`config.mk`:
```
export PLATFORM = sky130hd
export DESIGN_NAME = mem_port_arbiter
export DESIGN_NICKNAME = d
export VERILOG_FILES = /design/src/rtl/mem_port_arbiter.sv
export SDC_FILE = /design/constraint.sdc
export NUM_CORES = 1
export LEC_CHECK = 0
export ABC_AREA = 1
export CAP_MARGIN = 25
export CORE_ASPECT_RATIO = 1.5
export CORE_MARGIN = 8
export CORE_UTILIZATION = 30
export DETAILED_ROUTE_END_ITERATION = 8
export DONT_BUFFER_PORTS = 1
export PLACE_DENSITY = 0.46
export SLEW_MARGIN = 15
export SYNTH_ARGS = -nofsm -noshare
export SYNTH_HDL_FRONTEND = slang
export SYNTH_SLANG_ARGS = --single-unit
```
`constraint.sdc`:
```
create_clock -name clk -period 1.6 [get_ports clk]
set_input_delay 0.08 -clock clk [delete_from_list [all_inputs] [get_ports clk]]
set_output_delay 0.08 -clock clk [all_outputs]
set_load 0.01 [all_outputs]
```
`src/rtl/mem_port_arbiter.sv`:
```
// Arbitrates the core's single memory port between instruction fetch and IEU data
// accesses, issuing one bus transaction at a time with timeout-based abort.
module mem_port_arbiter #(
  parameter int TIMEOUT     = 64,
  parameter int DATA_STREAK = 4
) (
  input  logic        clk,
  input  logic        reset,
  input  logic        IFReq,
  input  logic [31:0] IFAdr,
  output logic        IFDone,
  output logic [31:0] IFRData,
  input  logic        DReq,
  input  logic [31:0] DAdr,
  input  logic [3:0]  DWriteByteEn,
  input  logic [31:0] DWriteData,
  output logic        DDone,
  output logic [31:0] DReadData,
  output logic        BusReq,
  output logic [31:0] BusAdr,
  output logic [3:0]  BusWriteByteEn,
  output logic [31:0] BusWriteData,
  input  logic        BusAck,
  input  logic [31:0] BusRData,
  output logic        BusErr,
  output logic        Stall
);

  localparam int TW = 8;
  localparam int SW = $clog2(DATA_STREAK + 1);
  localparam logic [TW-1:0] TMO_LAST   = TW'(TIMEOUT - 1);
  localparam logic [SW-1:0] STREAK_MAX = SW'(DATA_STREAK);

  typedef enum logic [1:0] {
    IDLE  = 2'd0,
    FETCH = 2'd1,
    DATA  = 2'd2
  } state_e;

  state_e        state_q, state_d;
  logic          bus_req_q, bus_req_d;
  logic [31:0]   bus_adr_q, bus_adr_d;
  logic [3:0]    bus_be_q, bus_be_d;
  logic [31:0]   bus_wdata_q, bus_wdata_d;
  logic          if_done_q, if_done_d;
  logic          d_done_q, d_done_d;
  logic          bus_err_q, bus_err_d;
  logic [31:0]   if_rdata_q, if_rdata_d;
  logic [31:0]   d_rdata_q, d_rdata_d;
  logic [SW-1:0] streak_q, streak_d;
  logic [TW-1:0] tmo_q, tmo_d;

  logic arb_en;
  logic win_data;
  logic win_fetch;

  function automatic logic [SW-1:0] streak_inc(input logic [SW-1:0] s);
    return (s >= STREAK_MAX) ? STREAK_MAX : s + SW'(1);
  endfunction

  // The IDLE cycle carrying a Done pulse is not arbitrated, so a requester
  // still holding its just-served request is not granted a second time.
  assign arb_en    = (state_q == IDLE) && !if_done_q && !d_done_q;
  assign win_data  = arb_en && DReq && (!IFReq || (streak_q < STREAK_MAX));
  assign win_fetch = arb_en && IFReq && !win_data;

  always_comb begin
    state_d     = state_q;
    bus_req_d   = bus_req_q;
    bus_adr_d   = bus_adr_q;
    bus_be_d    = bus_be_q;
    bus_wdata_d = bus_wdata_q;
    if_rdata_d  = if_rdata_q;
    d_rdata_d   = d_rdata_q;
    if_done_d   = 1'b0;
    d_done_d    = 1'b0;
    bus_err_d   = 1'b0;
    tmo_d       = tmo_q;
    streak_d    = streak_q;

    case (state_q)
      IDLE: begin
        if (win_data) begin
          state_d     = DATA;
          bus_req_d   = 1'b1;
          bus_adr_d   = DAdr;
          bus_be_d    = DWriteByteEn;
          bus_wdata_d = DWriteData;
          tmo_d       = '0;
        end else if (win_fetch) begin
          state_d     = FETCH;
          bus_req_d   = 1'b1;
          bus_adr_d   = IFAdr;
          bus_be_d    = 4'b0000;
          bus_wdata_d = 32'h0;
          tmo_d       = '0;
        end
      end
      FETCH, DATA: begin
        if (BusAck) begin
          state_d   = IDLE;
          bus_req_d = 1'b0;
          tmo_d     = '0;
          if (state_q == FETCH) begin
            if_done_d  = 1'b1;
            if_rdata_d = BusRData;
          end else begin
            d_done_d = 1'b1;
            if (bus_be_q == 4'b0000) d_rdata_d = BusRData;
          end
        end else if (tmo_q == TMO_LAST) begin
          // Abort: report the error and release the requester with zero data.
          state_d   = IDLE;
          bus_req_d = 1'b0;
          tmo_d     = '0;
          bus_err_d = 1'b1;
          if (state_q == FETCH) begin
            if_done_d  = 1'b1;
            if_rdata_d = 32'h0;
          end else begin
            d_done_d  = 1'b1;
            d_rdata_d = 32'h0;
          end
        end else begin
          tmo_d = tmo_q + TW'(1);
        end
      end
      default: state_d = IDLE;
    endcase

    if (!IFReq)         streak_d = '0;
    else if (win_fetch) streak_d = '0;
    else if (win_data)  streak_d = streak_inc(streak_q);
  end

  always_ff @(posedge clk or negedge reset) begin
    if (!reset) begin
      state_q     <= IDLE;
      bus_req_q   <= 1'b0;
      bus_adr_q   <= 32'h0;
      bus_be_q    <= 4'b0000;
      bus_wdata_q <= 32'h0;
      if_done_q   <= 1'b0;
      d_done_q    <= 1'b0;
      bus_err_q   <= 1'b0;
      if_rdata_q  <= 32'h0;
      d_rdata_q   <= 32'h0;
      streak_q    <= '0;
      tmo_q       <= '0;
    end else begin
      state_q     <= state_d;
      bus_req_q   <= bus_req_d;
      bus_adr_q   <= bus_adr_d;
      bus_be_q    <= bus_be_d;
      bus_wdata_q <= bus_wdata_d;
      if_done_q   <= if_done_d;
      d_done_q    <= d_done_d;
      bus_err_q   <= bus_err_d;
      if_rdata_q  <= if_rdata_d;
      d_rdata_q   <= d_rdata_d;
      streak_q    <= streak_d;
      tmo_q       <= tmo_d;
    end
  end

  assign BusReq         = bus_req_q;
  assign BusAdr         = bus_adr_q;
  assign BusWriteByteEn = bus_be_q;
  assign BusWriteData   = bus_wdata_q;
  assign IFDone         = if_done_q;
  assign DDone          = d_done_q;
  assign BusErr         = bus_err_q;
  assign IFRData        = if_rdata_q;
  assign DReadData      = d_rdata_q;
  assign Stall          = (IFReq & ~if_done_q) | (DReq & ~d_done_q);

endmodule

```
# Word-level counts from Yosys, hierarchy flattened
# Cells that the tools add are included.
# word_totals
register_bits	149
latch_bits	0
mem_bits_rw	0
mem_bits_ro	0
input_bits	137
mem_count	0
# classes
add_sub_neg	2
n_mul	0
n_div	0
order_cmp	2
n_eq_ne	7
shift	0
n_mux	45
n_bitwise	6
reduce_logical	23
# op_table
op	count
2-to-1 mux 32 bit	13
2-to-1 mux 8 bit	4
one-hot mux 8 bit (2 select lines)	1
2-to-1 mux 1 bit	15
2-to-1 mux 3 bit	4
adder 8 x 1 -> 8 bit (second input constant)	1
== test 8 x 6 -> 1 bit (second input constant)	1
2-to-1 mux 2 bit	4
2-to-1 mux 4 bit	2
logical AND 1 bit	6
inequality test 3 bit (second input constant)	2
AND reduction 2 bit	3
AND reduction 3 bit	2
nonzero test 2 bit	3
logical NOT 1 bit	4
logical NOT 4 bit	1
one-hot mux 2 bit (2 select lines)	1
AND reduction 4 bit	1
adder 3 x 1 -> 3 bit (second input constant)	1
greater-or-equal comparator 3 bit (second input constant)	1
< comparator 3 bit (second input constant)	1
inequality test 3 x 1 -> 1 bit (second input constant)	1
inverter 1 bit	3
bitwise AND 1 bit	2
other kinds (8)	8

# Logic depth before layout (Yosys ltp)
# Gate-level depths: netlist of the first run.
# logic_depth
word_depth	10
ltp_mapped	10
mapped_depth_nobuf	10

# Worst setup path before layout of the first run
# OpenSTA, ideal clock, no wires.
# synth_timing
path_type	register to register
start	register state_q[0]
end	register bus_wdata_q[10] (netlist: BusWriteData[10])
setup_time_ns	0.121
arrival_time_ns	1.439
path_slack_ns	0.040
path_stages_with_launch	10
cell_sequence	dfrtp_1 -> inv_1 -> ha_1 -> inv_1 -> nor2_1 -> nand3_2 -> nand2_2 -> inv_2 -> buf_6 -> a22o_1
# synth_between
elab_chain_len	9
elab_cells_between_ends	11
# synth_lines
element	line_no	rtl
start, declared	40	state_e state_q, state_d;
start signal, assigned	151	state_q <= state_d;
logical NOT 2 bit *	63, 81	
logical AND 1 bit (2 in a row)	63	assign arb_en = (state_q == IDLE) && !if_done_q && !d_done_q;
logical AND 1 bit (2 in a row)	64	assign win_data = arb_en && DReq && (!IFReq || (streak_q < STREAK_MAX));
logical NOT 1 bit	65	assign win_fetch = arb_en && IFReq && !win_data;
logical AND 1 bit	65	
nonzero test 2 bit (no line)	-	
AND reduction 2 bit (no line)	-	
end signal, assigned	155	bus_wdata_q <= bus_wdata_d;
end, declared	44	logic [31:0] bus_wdata_q, bus_wdata_d;
# Mark *: on every way between the ends. The rest lies on a longest branch, timed or not.
# A chain may end at the register's enable or synchronous reset.

# Final worst setup path of the first run
# layout_timing
start	register state_q[1]
end	register bus_be_q[1] (netlist: BusWriteByteEn[1])
# layout_between
elab_chain_len	9
elab_cells_between_ends	11
# layout_lines
element	line_no	rtl
logical NOT 2 bit *	63, 81	
logical AND 1 bit (2 in a row)	63	
logical AND 1 bit (2 in a row)	64	
logical NOT 1 bit	65	
logical AND 1 bit	65	
nonzero test 2 bit (no line)	-	
AND reduction 2 bit (no line)	-	
end signal, assigned	154	bus_be_q <= bus_be_d;
end, declared	43	logic [3:0] bus_be_q, bus_be_d;
# Marks and branches as above.

==> flow_summary.ini, run 1 <==
[floorplanning]
floorplan.io_pins = 274
start_util_pct = 30.3
die_w_um = 136
chipHeight_um = 196
die_area_mm2 = 0.0268
num_rows = 66
core_area_mm2 = 0.0215

[setup_path]
r2r_start = state_q[1]
worstPathMaxFanout = 7
worstPathRequired_ns = 1.90
worstSetupPathType = flip-flop to flip-flop
reg2reg_to = BusWriteByteEn[1]
critPathLaunch = state_q[1]
worst-r2r-setup-slack_ns = -0.09
startpoint_type = flip-flop
reg2reg_depth = 10
crit_slowest_cell = sky130_fd_sc_hd__dfrtp_1
worstPathCellList = inv_2 > ha_4 > inv_4 > nor2_4 > nand3_4 > buf_12 > clkinv_8 > buf_8 > clkbuf_16 > a22o_1
endpoint = BusWriteByteEn[1]
max_stage_delay_ns = 0.36
arrival_ns = 1.99
end_kind = flip-flop

[clocking]
cts.htree.levels = 4
max-clock-path-buffers = 2
cts.reportedPaths.clkPinSlew_ns = 0.06
worst_skew_pair_latency_ns = 0.42
clockRootBuffer = sky130_fd_sc_hd__clkbuf_16
cts-buffers-inserted = 17
post_cts_hold_buffer_count = 136
cts.sinks = 149
tritoncts = built

[global_routing]
grtUsageTotal_pct = 15.9
grt_pass1_wl_mm = 33.5
global_route.usage.met3_pct = 7.03
met2_usage_grt_pct = 26.5
first_global_vias = 5993
antenna_found_initial = 0
grt_overflow = 0
pin_count_of_the_biggest_net_entering_global_routing = 150
grt_most_used_layer = met2
grtUsageMet1_pct = 17.4

[drt]
dr_total_vias = 5812
detail_route.first_pass.iterations = 4
drt-initial-drc-count = 416
detail_route.drc_violations = 0
avgViaCountPerCell = 5.01
detail_route.wirelength_mm = 24.3
wire_per_inst_um = 20.9
drtAntennaViolNets = 0

[sta]
post-route-min-period_ns = 1.69
setup-tns-final_ns = -2.42
rsz0062_at_grt = yes
setup_viol = 62
timing.final.crit_share_pct = 106
worst-slew-pin-transition_ns = 0.353
fin_hold_ws_ns = -0.637
final_critical_path_setup_slack_ns = -0.0898
timing.clock.skew_ns = 0.00963
fmax_ghz = 0.592
timing.final.max_slew_violations = 0
final-hold-violation-count = 149
slew_headroom_pct = 76.3

[synthesis]
synthesis.area_mm2 = 0.00651
ys.flop_type = sky130_fd_sc_hd__dfrtp_1
post_synth.cell_area_avg_um2 = 9.27
synth.net_count = 844
yosysSeqAreaShare_pct = 57.3
synth_edf_count = 0
synthArstFlopShare_pct = 100
synth_warnings = 0
synth-seq-cells = 149
synth.lib_cells_used.distinct = 27
syn_inst = 702

[layout]
final.fill_count = 1962
post-route-cell-area_mm2 = 0.00976
final_net_count = 1017
final_common_cell = sky130_fd_sc_hd__nand2_1
ff_latch_area_mm2 = 0.00373
final_layout_size_suffix_gt1_share_pct = 19.7
layout_common_cells = sky130_fd_sc_hd__nand2_1, sky130_fd_sc_hd__dfrtp_1, sky130_fd_sc_hd__dlygate4sd3_1
diodes = 0
multi_input_gate_area_mm2 = 0.00259
synthToLayoutAreaGrowth_pct = 49.9

[placed_design]
area_post_placement_mm2 = 0.00690
dp_hpwl_mm = 14.5
place.gp.congestion = 0.745
place.port_buffers = 0

[job]
cap_violations = 0

[pwr]
power.sequential.fraction_pct = 36.7
share_comb_of_total_power_pct = 42.7
power.share.clock_pct = 20.6
switchingPower_mw = 7.75
leakage_power_of_the_design_nw = 4.69
swShare_pct = 40.5
power_per_cell_area_mw_per_mm2 = 1960
p_int_mw = 11.4
irDropWorstVdd_mv = 1.11

[min_path]
hold_path_class = input pin to asynchronous set/reset pin

[status]
outcome = finished with violations
violations = negative hold slack, negative setup slack
-- how the worst min path moves through the flow --
stage	start	depth (start not counted)	endpoint	slack [ns]
2_1_floorplan	reset	0	BusAdr[0]	-0.22
3_3_place_gp	reset	0	IFRData[8]	-0.21
3_5_place_dp	reset	0	IFRData[7]	-0.21
4_1_cts	reset	0	IFRData[7]	-0.67
5_1_grt	reset	0	IFRData[3]	-0.67
6_report	reset	0	IFRData[10]	-0.64
-- worst max-delay path: cells and delay by family (launching register included) --
kind	cells	cell delay (ns)
flops	1	0.36
simple gates	2	0.17
fa+ha+maj	1	0.16
buf+inv	6	0.66
compound gates	1	0.22
-- registers in the layout, indices dropped and copies added, names as in the netlist --
name and flops:
streak_q 3, IFDone 1, BusErr 1, BusWriteByteEn 4
state_q 2, BusReq 1, BusWriteData 32, BusAdr 32
DDone 1, tmo_q 8, DReadData 32, IFRData 32
-- power by group through the flow --
stage	clock network [mW]	logic, mW	registers [mW]
2_1_floorplan	0	3.65	6.56
3_3_place_gp	0	4.75	7.08
3_5_place_dp	0	4.96	7.06
6_report	3.95	8.17	7.02
4_1_cts	4.06	5.50	7.04
5_1_grt	4.24	8.78	7.22
-- per-stage QoR --
step	std cells	total power, mW	worst slack [ns]	util, %	hold slack, ns
CTS	1130	16.6	-0.0343	41.5	-0.670
finish	1159	19.1	-0.0898	45.4	-0.637
floorplan	702	10.2	0.0399	-	-0.216
global placement	961	11.8	-0.0178	32.1	-0.211
global route	1159	20.2	-0.133	45.4	-0.671
detailed placement	961	12.0	-0.0476	32.1	-0.211
-- layout make-up --
cell class	count	area share [%]
Clock buffer	20	4.58
Multi-Input combinational cell	450	26.6
Clock inverter	11	1.31
Timing Repair Buffer	197	23.2
Tap cell	272	3.49
Sequential cell	149	38.2
Inverter	60	2.62
-- Yosys cell counts, types with 2 or more instances --
| cell | instances | area share (%) |
|---|---|---|
| sky130_fd_sc_hd__a22o_1 | 34 | 4.6 |
| sky130_fd_sc_hd__a31oi_1 | 32 | 3.1 |
| sky130_fd_sc_hd__buf_1 | 3 | 0.17 |
| sky130_fd_sc_hd__buf_2 | 18 | 1.4 |
| sky130_fd_sc_hd__buf_4 | 3 | 0.35 |
| sky130_fd_sc_hd__buf_6 | 10 | 1.7 |
| sky130_fd_sc_hd__clkbuf_1 | 11 | 0.63 |
| sky130_fd_sc_hd__dfrtp_1 | 149 | 57 |
| sky130_fd_sc_hd__ha_1 | 5 | 0.96 |
| sky130_fd_sc_hd__inv_1 | 58 | 3.3 |
| sky130_fd_sc_hd__inv_2 | 2 | 0.12 |
| sky130_fd_sc_hd__nand2_1 | 232 | 13 |
| sky130_fd_sc_hd__nand2_2 | 2 | 0.19 |
| sky130_fd_sc_hd__nand3_1 | 10 | 0.77 |
| sky130_fd_sc_hd__nand3_2 | 4 | 0.62 |
| sky130_fd_sc_hd__nand4_1 | 35 | 3.4 |
| sky130_fd_sc_hd__nor2_1 | 44 | 2.5 |
| sky130_fd_sc_hd__o21ai_0 | 11 | 0.85 |
| sky130_fd_sc_hd__o21ai_1 | 9 | 0.69 |
| sky130_fd_sc_hd__o21ai_2 | 23 | 3.1 |
-- timing repair --
item                                    CTS  global route
endpoints found under the setup margin   38           148
buffers inserted                          1            10
gates resized for setup                   4           103
cloned                                    1            20
pin swaps                                 1            17
endpoints found under the hold margin   285           149
-- cells by family after synthesis --
| group | share of synthesized area, % |
|---|---|
| DFF | 57.3 |
| and+or+nand+nor | 21.4 |
| muxes | 0.154 |
| AOI/OAI and AO/OA | 12.5 |
| buffers and inverters | 7.73 |
| adders and majority gates | 0.961 |
-- per-layer routing --
metal | wire length (µm) | share of wire, % | vias up
met5 | 0 | 0 | -
met4 | 703 | 2.9 | 0
met3 | 2580 | 11 | 43
met2 | 12100 | 50 | 315
met1 | 8850 | 36 | 2793
li1 | - | - | 2661
(Power assumes the default switching activity.)
==> run 2, diff against run 1 <==
Settings changed: ABC_AREA 1 to not set.
==> flow_summary.ini, run 2 <==
[status]
outcome = finished with violations
violations = negative hold slack, negative setup slack

[synthesis]
synthesis.area_mm2 = 0.00621
synth_edf_count = 0
cell_type_with_the_highest_aggregate_area_in_the_netlist = sky130_fd_sc_hd__dfrtp_1
synth.lib_cells_used.distinct = 39
synth_warnings = 0
cells_taking_the_most_area_after_synthesis = sky130_fd_sc_hd__dfrtp_1, sky130_fd_sc_hd__a22o_1, sky130_fd_sc_hd__mux2i_1, sky130_fd_sc_hd__o21ai_0, sky130_fd_sc_hd__nand4_1
netlist.area_leader.share_pct = 60.0
yosysSeqAreaShare_pct = 60.0
synth-seq-cells = 149
post_synth.cell_area_avg_um2 = 11.5
synthArstFlopShare_pct = 100
syn_inst = 539
synth_most_common_cell = sky130_fd_sc_hd__dfrtp_1
ys_top_cells_by_count = sky130_fd_sc_hd__dfrtp_1, sky130_fd_sc_hd__a22o_1, sky130_fd_sc_hd__o21ai_0, sky130_fd_sc_hd__inv_1, sky130_fd_sc_hd__nand2_1
synth.net_count = 681
ys.flop_type = sky130_fd_sc_hd__dfrtp_1

[drt]
avgViaCountPerCell = 5.13
drt-initial-drc-count = 235
detail_route.drc_violations = 0
wire_per_inst_um = 22.0
dr_total_vias = 5225
detail_route.first_pass.iterations = 4
detail_route.wirelength_mm = 22.4
drtAntennaViolNets = 0

[sta]
setup_viol = 128
fmax_ghz = 0.540
timing.clock.skew_ns = 0.0148
post-route-min-period_ns = 1.85
timing.final.max_slew_violations = 0
fin_hold_ws_ns = -0.643
setup-tns-final_ns = -21.19
rsz0062_at_grt = yes
timing.final.crit_share_pct = 116
final-hold-violation-count = 149
worst-slew-pin-transition_ns = 0.419
final_critical_path_setup_slack_ns = -0.253
slew_headroom_pct = 72.5

[layout]
final_net_count = 883
layout_common_cells = sky130_fd_sc_hd__dfrtp_1, sky130_fd_sc_hd__dlygate4sd3_1, sky130_fd_sc_hd__a22o_1
synthToLayoutAreaGrowth_pct = 54.9
final_common_cell = sky130_fd_sc_hd__dfrtp_1
final_layout_size_suffix_gt1_share_pct = 25.3
final.fill_count = 1779
post-route-cell-area_mm2 = 0.00962

[placed_design]
place.port_buffers = 0
area_post_placement_mm2 = 0.00685
place_ws_ns = -0.404
place.gp.congestion = 0.756
dp_hpwl_mm = 13.2

[floorplanning]
die_area_mm2 = 0.0257
floorplan.io_pins = 274
die_w_um = 133
num_rows = 64
start_util_pct = 30.5
chipHeight_um = 192
core_area_mm2 = 0.0203

[job]
cap_violations = 0

[setup_path]
worstPathMaxFanout = 7
startpoint_type = flip-flop
arrival_ns = 2.20
worstPathRequired_ns = 1.95
worstSetupPathType = flip-flop to flip-flop
end_kind = flip-flop

[pwr]
p_int_mw = 11.6
power.sequential.fraction_pct = 40.6
swShare_pct = 37.4
power.share.clock_pct = 22.3
share_comb_of_total_power_pct = 37.1
irDropWorstVdd_mv = 0.717
switchingPower_mw = 6.92
leakage_power_of_the_design_nw = 4.30
power_per_cell_area_mw_per_mm2 = 1920

[global_routing]
first_global_vias = 5477
grt_pass1_wl_mm = 32.7
antenna_found_initial = 1
grtUsageTotal_pct = 16.2
grt_overflow = 0
pin_count_of_the_biggest_net_entering_global_routing = 150

[clocking]
worst_skew_pair_latency_ns = 0.42
cts.htree.levels = 4
max-clock-path-buffers = 2
cts.reportedPaths.clkPinSlew_ns = 0.07
tritoncts = built
post_cts_hold_buffer_count = 138
clockRootBuffer = sky130_fd_sc_hd__clkbuf_16
cts.sinks = 149
cts-buffers-inserted = 17

[min_path]
hold_path_class = input pin to asynchronous set/reset pin
-- run 2: changes by cell type after synthesis, sizes merged, moves of 5 or more --
cell    delta
a22o      +39
a31oi     -32
buf        -9
inv       -20
mux2i     +31
nand2    -195
nand2b     +5
nand3      -6
nor2      -31
o21ai     +29
-- run 2: cells by family (layout without fill, tap and decap cells) --
logic type,count (synthesis),after routing,share of synthesized area [%]
AOI/OAI and AO/OA,160,160,18.3
adders and majority gates,5,5,1.01
buffers and inverters,80,295,5.94
DFF,149,149,60.0
muxes,32,32,5.16
other,0,1,0
and+or+nand+nor,113,113,9.57
-- run 2: timing repair --
| action | CTS | global route |
|---|---|---|
| hold endpoints to repair | 287 | 149 |
| pin swaps | 11 | 6 |
| buffers inserted | 19 | 6 |
| gates resized for setup | 69 | 59 |
| endpoints found under the setup margin | 143 | 144 |
| cloned | 3 | 12 |
-- run 2: area by class of cell --
cell class | instances | area (µm²) | share of cell area [%]
Clock inverter | 13 | 155 | 1.61
Multi-Input combinational cell | 310 | 2440 | 25.4
Antenna cell | 1 | 2.50 | 0.0260
Timing Repair Buffer | 223 | 2360 | 24.5
Sequential cell | 149 | 3730 | 38.8
Clock buffer | 19 | 453 | 4.71
Inverter | 40 | 150 | 1.56
Tap cell | 264 | 330 | 3.43
-- run 2: power groups by stage --
stage          Sequential [mW]  Clock (mW)  Combinational [mW]
2_1_floorplan             7.02           0                3.43
3_3_place_gp              7.58           0                4.60
3_5_place_dp              7.53           0                4.82
4_1_cts                   7.52        4.25                5.86
5_1_grt                   7.73        4.43                7.44
6_report                  7.50        4.13                6.86
-- run 2: worst paths after layout --
path / startpoint / to / slack, ns / cells after the start
max: state_q[1] / BusWriteData[4] / -0.25 / 8
min: reset / tmo_q[4] / -0.64 / 0
max reg2reg: state_q[1] / BusWriteData[4] / -0.25 / 8
min reg2reg: streak_q[2] / streak_q[2] / 0.55 / 2
max in group asynchronous: reset / tmo_q[7] / 2.08 / 0
min in group clk: BusAck / IFDone / 0.12 / 3
-- run 2: per-stage QoR --
stage | cells | utilization (%) | hold WS [ns] | power [mW]
finish | 1019 | 47.3 | -0.643 | 18.5
detailed placement | 814 | 33.7 | -0.211 | 12.4
global route | 1019 | 47.3 | -0.682 | 19.6
global placement | 814 | 33.7 | -0.211 | 12.2
floorplan | 539 | - | -0.216 | 10.4
CTS | 1006 | 45.5 | -0.672 | 17.6
-- run 2: worst max-delay path: stages, from the launching register on --
cell	delay [ns]
sky130_fd_sc_hd__dfrtp_1	0.37
sky130_fd_sc_hd__inv_2	0.06
sky130_fd_sc_hd__ha_4	0.15
sky130_fd_sc_hd__buf_4	0.14
sky130_fd_sc_hd__nor3b_4	0.15
sky130_fd_sc_hd__and3_4	0.21
sky130_fd_sc_hd__nor2_4	0.33
sky130_fd_sc_hd__clkbuf_16	0.24
sky130_fd_sc_hd__a22o_1	0.13
-- run 2: per-layer routing --
layer	up-vias	routed length [µm]	part of all wire, %	track usage, %
met5	-	0	0	0
met3	17	1870	8.3	7.04
met4	0	259	1.2	5.42
met1	2635	8290	37	17.5
met2	220	12000	54	27.9
li1	2353	-	-	-
==> run 3, diff against run 2 <==
Settings changed: CORE_ASPECT_RATIO 1.5 to 2, MAX_ROUTING_LAYER set to met4, TNS_END_PERCENT set to 5.
==> flow_summary.ini, run 3 (synthesis results as in run 2) <==
[clocking]
max-clock-path-buffers = 2
cts-buffers-inserted = 17
cts.htree.levels = 4
cts.reportedPaths.clkPinSlew_ns = 0.06
clockRootBuffer = sky130_fd_sc_hd__clkbuf_16
post_cts_hold_buffer_count = 137
worst_skew_pair_latency_ns = 0.43
tritoncts = built
cts.sinks = 149

[global_routing]
grt_pass1_wl_mm = 32.7
grt_most_used_layer = met2
grtUsageMet1_pct = 15.8
global_route.usage.met3_pct = 5.46
grt_overflow = 0
antenna_found_initial = 0
grtUsageTotal_pct = 16.7
met2_usage_grt_pct = 30.2
pin_count_of_the_biggest_net_entering_global_routing = 150
first_global_vias = 5567

[drt]
dr_total_vias = 5040
detail_route.drc_violations = 0
detail_route.wirelength_mm = 21.3
wire_per_inst_um = 21.6
drtAntennaViolNets = 0
detail_route.first_pass.iterations = 4
avgViaCountPerCell = 5.11
drt-initial-drc-count = 246

[layout]
multi_input_gate_area_mm2 = 0.00220
ff_latch_area_mm2 = 0.00373
final_layout_size_suffix_gt1_share_pct = 15.1
final_net_count = 849
final_common_cell = sky130_fd_sc_hd__dfrtp_1
post_layout_nonfiller_instances = 987
layout_common_cells = sky130_fd_sc_hd__dfrtp_1, sky130_fd_sc_hd__dlygate4sd3_1, sky130_fd_sc_hd__a22o_1
synthToLayoutAreaGrowth_pct = 43.4
final.fill_count = 1868

[setup_path]
max_stage_delay_ns = 0.41
worstSetupPathType = flip-flop to flip-flop
startpoint_type = flip-flop
worstPathRequired_ns = 1.90
r2r_start = state_q[0]
crit_slowest_cell = sky130_fd_sc_hd__or3b_4
worstPathCellList = inv_2 > ha_4 > or3b_4 > nor2_8 > buf_4 > buf_16 > mux2i_2 > o21ai_1
reg2reg_to = BusAdr[11]
arrival_ns = 2.14
end_kind = flip-flop
worstPathMaxFanout = 4
reg2reg_depth = 8
worst-r2r-setup-slack_ns = -0.24

[placed_design]
place.gp.congestion = 0.781
place.port_buffers = 0
dp_hpwl_mm = 14.2
post-place-cells = 810

[sta]
setup_viol = 142
post-route-min-period_ns = 1.84
slew_headroom_pct = 70.2
worst-slew-pin-transition_ns = 0.445
timing.final.max_slew_violations = 0
timing.final.crit_share_pct = 115
final_critical_path_setup_slack_ns = -0.236
rsz0062_at_grt = yes
timing.clock.skew_ns = 0.00724
fmax_ghz = 0.545
fin_hold_ws_ns = -0.658
final-hold-violation-count = 149

[floorplanning]
die_w_um = 118
core_area_mm2 = 0.0204
floorplan.io_pins = 274
num_rows = 74
die_area_mm2 = 0.0258
chipHeight_um = 219
start_util_pct = 30.5

[status]
violations = negative hold slack, negative setup slack
outcome = finished with violations

[job]
cap_violations = 0

[pwr]
power_per_cell_area_mw_per_mm2 = 1910
leakage_power_of_the_design_nw = 3.96
irDropWorstVdd_mv = 0.931
power_mw = 17.0

[min_path]
hold_path_class = input pin to asynchronous set/reset pin
==> run 3: changes by cell type in the layout (fill, tap and decap cells not counted), moves of 5 or more <==
cell	previous run	this run
sky130_fd_sc_hd__o21ai_2	34	0
sky130_fd_sc_hd__mux2i_1	25	30
sky130_fd_sc_hd__clkbuf_16	25	18
sky130_fd_sc_hd__buf_4	53	39
sky130_fd_sc_hd__o21ai_1	33	47
sky130_fd_sc_hd__buf_6	12	4
sky130_fd_sc_hd__buf_12	12	7
sky130_fd_sc_hd__o21ai_0	4	25
==> run 3: per-stage QoR <==
stage               utilization (%)  worst slack [ns]  hold WS, ns  cell area (µm²)  TNS, ns
floorplan                         -            -0.218       -0.216             6210   -21.03
global placement               33.2            -0.268       -0.211             6760   -28.59
detailed placement             33.2            -0.334       -0.210             6760   -33.18
CTS                            43.4            -0.234       -0.683             8840   -22.87
global route                   43.7            -0.289       -0.690             8900   -30.78
finish                         43.7            -0.236       -0.658             8900   -20.52
==> run 3: layout make-up <==
class                      count  area share, %
antenna                        1         0.0281
clock buffer                  20           5.02
clock inverter                12           1.36
inverter                      40           1.69
multi-input combinational    310           24.7
sequential                   149           41.9
tap                          266           3.74
timing repair buffer         189           21.6
==> run 3: where the power goes <==
group	switching, mW	internal [mW]
Sequential	2.15	5.40
Combinational	2.77	2.78
Clock	1.66	2.21
Total	6.59	10.4
==> run 3: how the worst max path moves through the flow <==
stage	endpoint	startpoint	cells after the start	slack (ns)
6_report	BusAdr[11]	state_q[0]	8	-0.24
5_1_grt	BusAdr[11]	state_q[1]	8	-0.29
4_1_cts	BusAdr[8]	state_q[1]	8	-0.23
3_5_place_dp	BusAdr[8]	state_q[1]	8	-0.33
3_3_place_gp	DReadData[0]	tmo_q[0]	6	-0.27
2_1_floorplan	BusWriteByteEn[1]	state_q[0]	8	-0.22
==> run 3: metal layers <==
metal,routed length [µm],vias to the layer above,share of wire (%)
met5,0,-,0
met4,610,0,2.9
met3,1660,36,7.8
met2,11600,257,55
met1,7390,2473,35
li1,-,2274,-
==> run 3: repair_timing <==
item / in CTS / in global routing
endpoints found under the hold margin: 289 / 149
gates cloned: 1 / 1
buffers inserted: 3 / 2
pin swaps: 3 / 1
gates resized for setup: 37 / 8
setup endpoints to repair: 144 / 144
==> run 3: critical path, delay by kind of cell (launching register included) <==
family / cells / cell delay [ns]
and+or+nand+nor: 2 / 0.53
DFF: 1 / 0.39
buffers and inverters: 3 / 0.34
muxes: 1 / 0.22
adders and majority gates: 1 / 0.13
AOI/OAI and AO/OA: 1 / 0.10
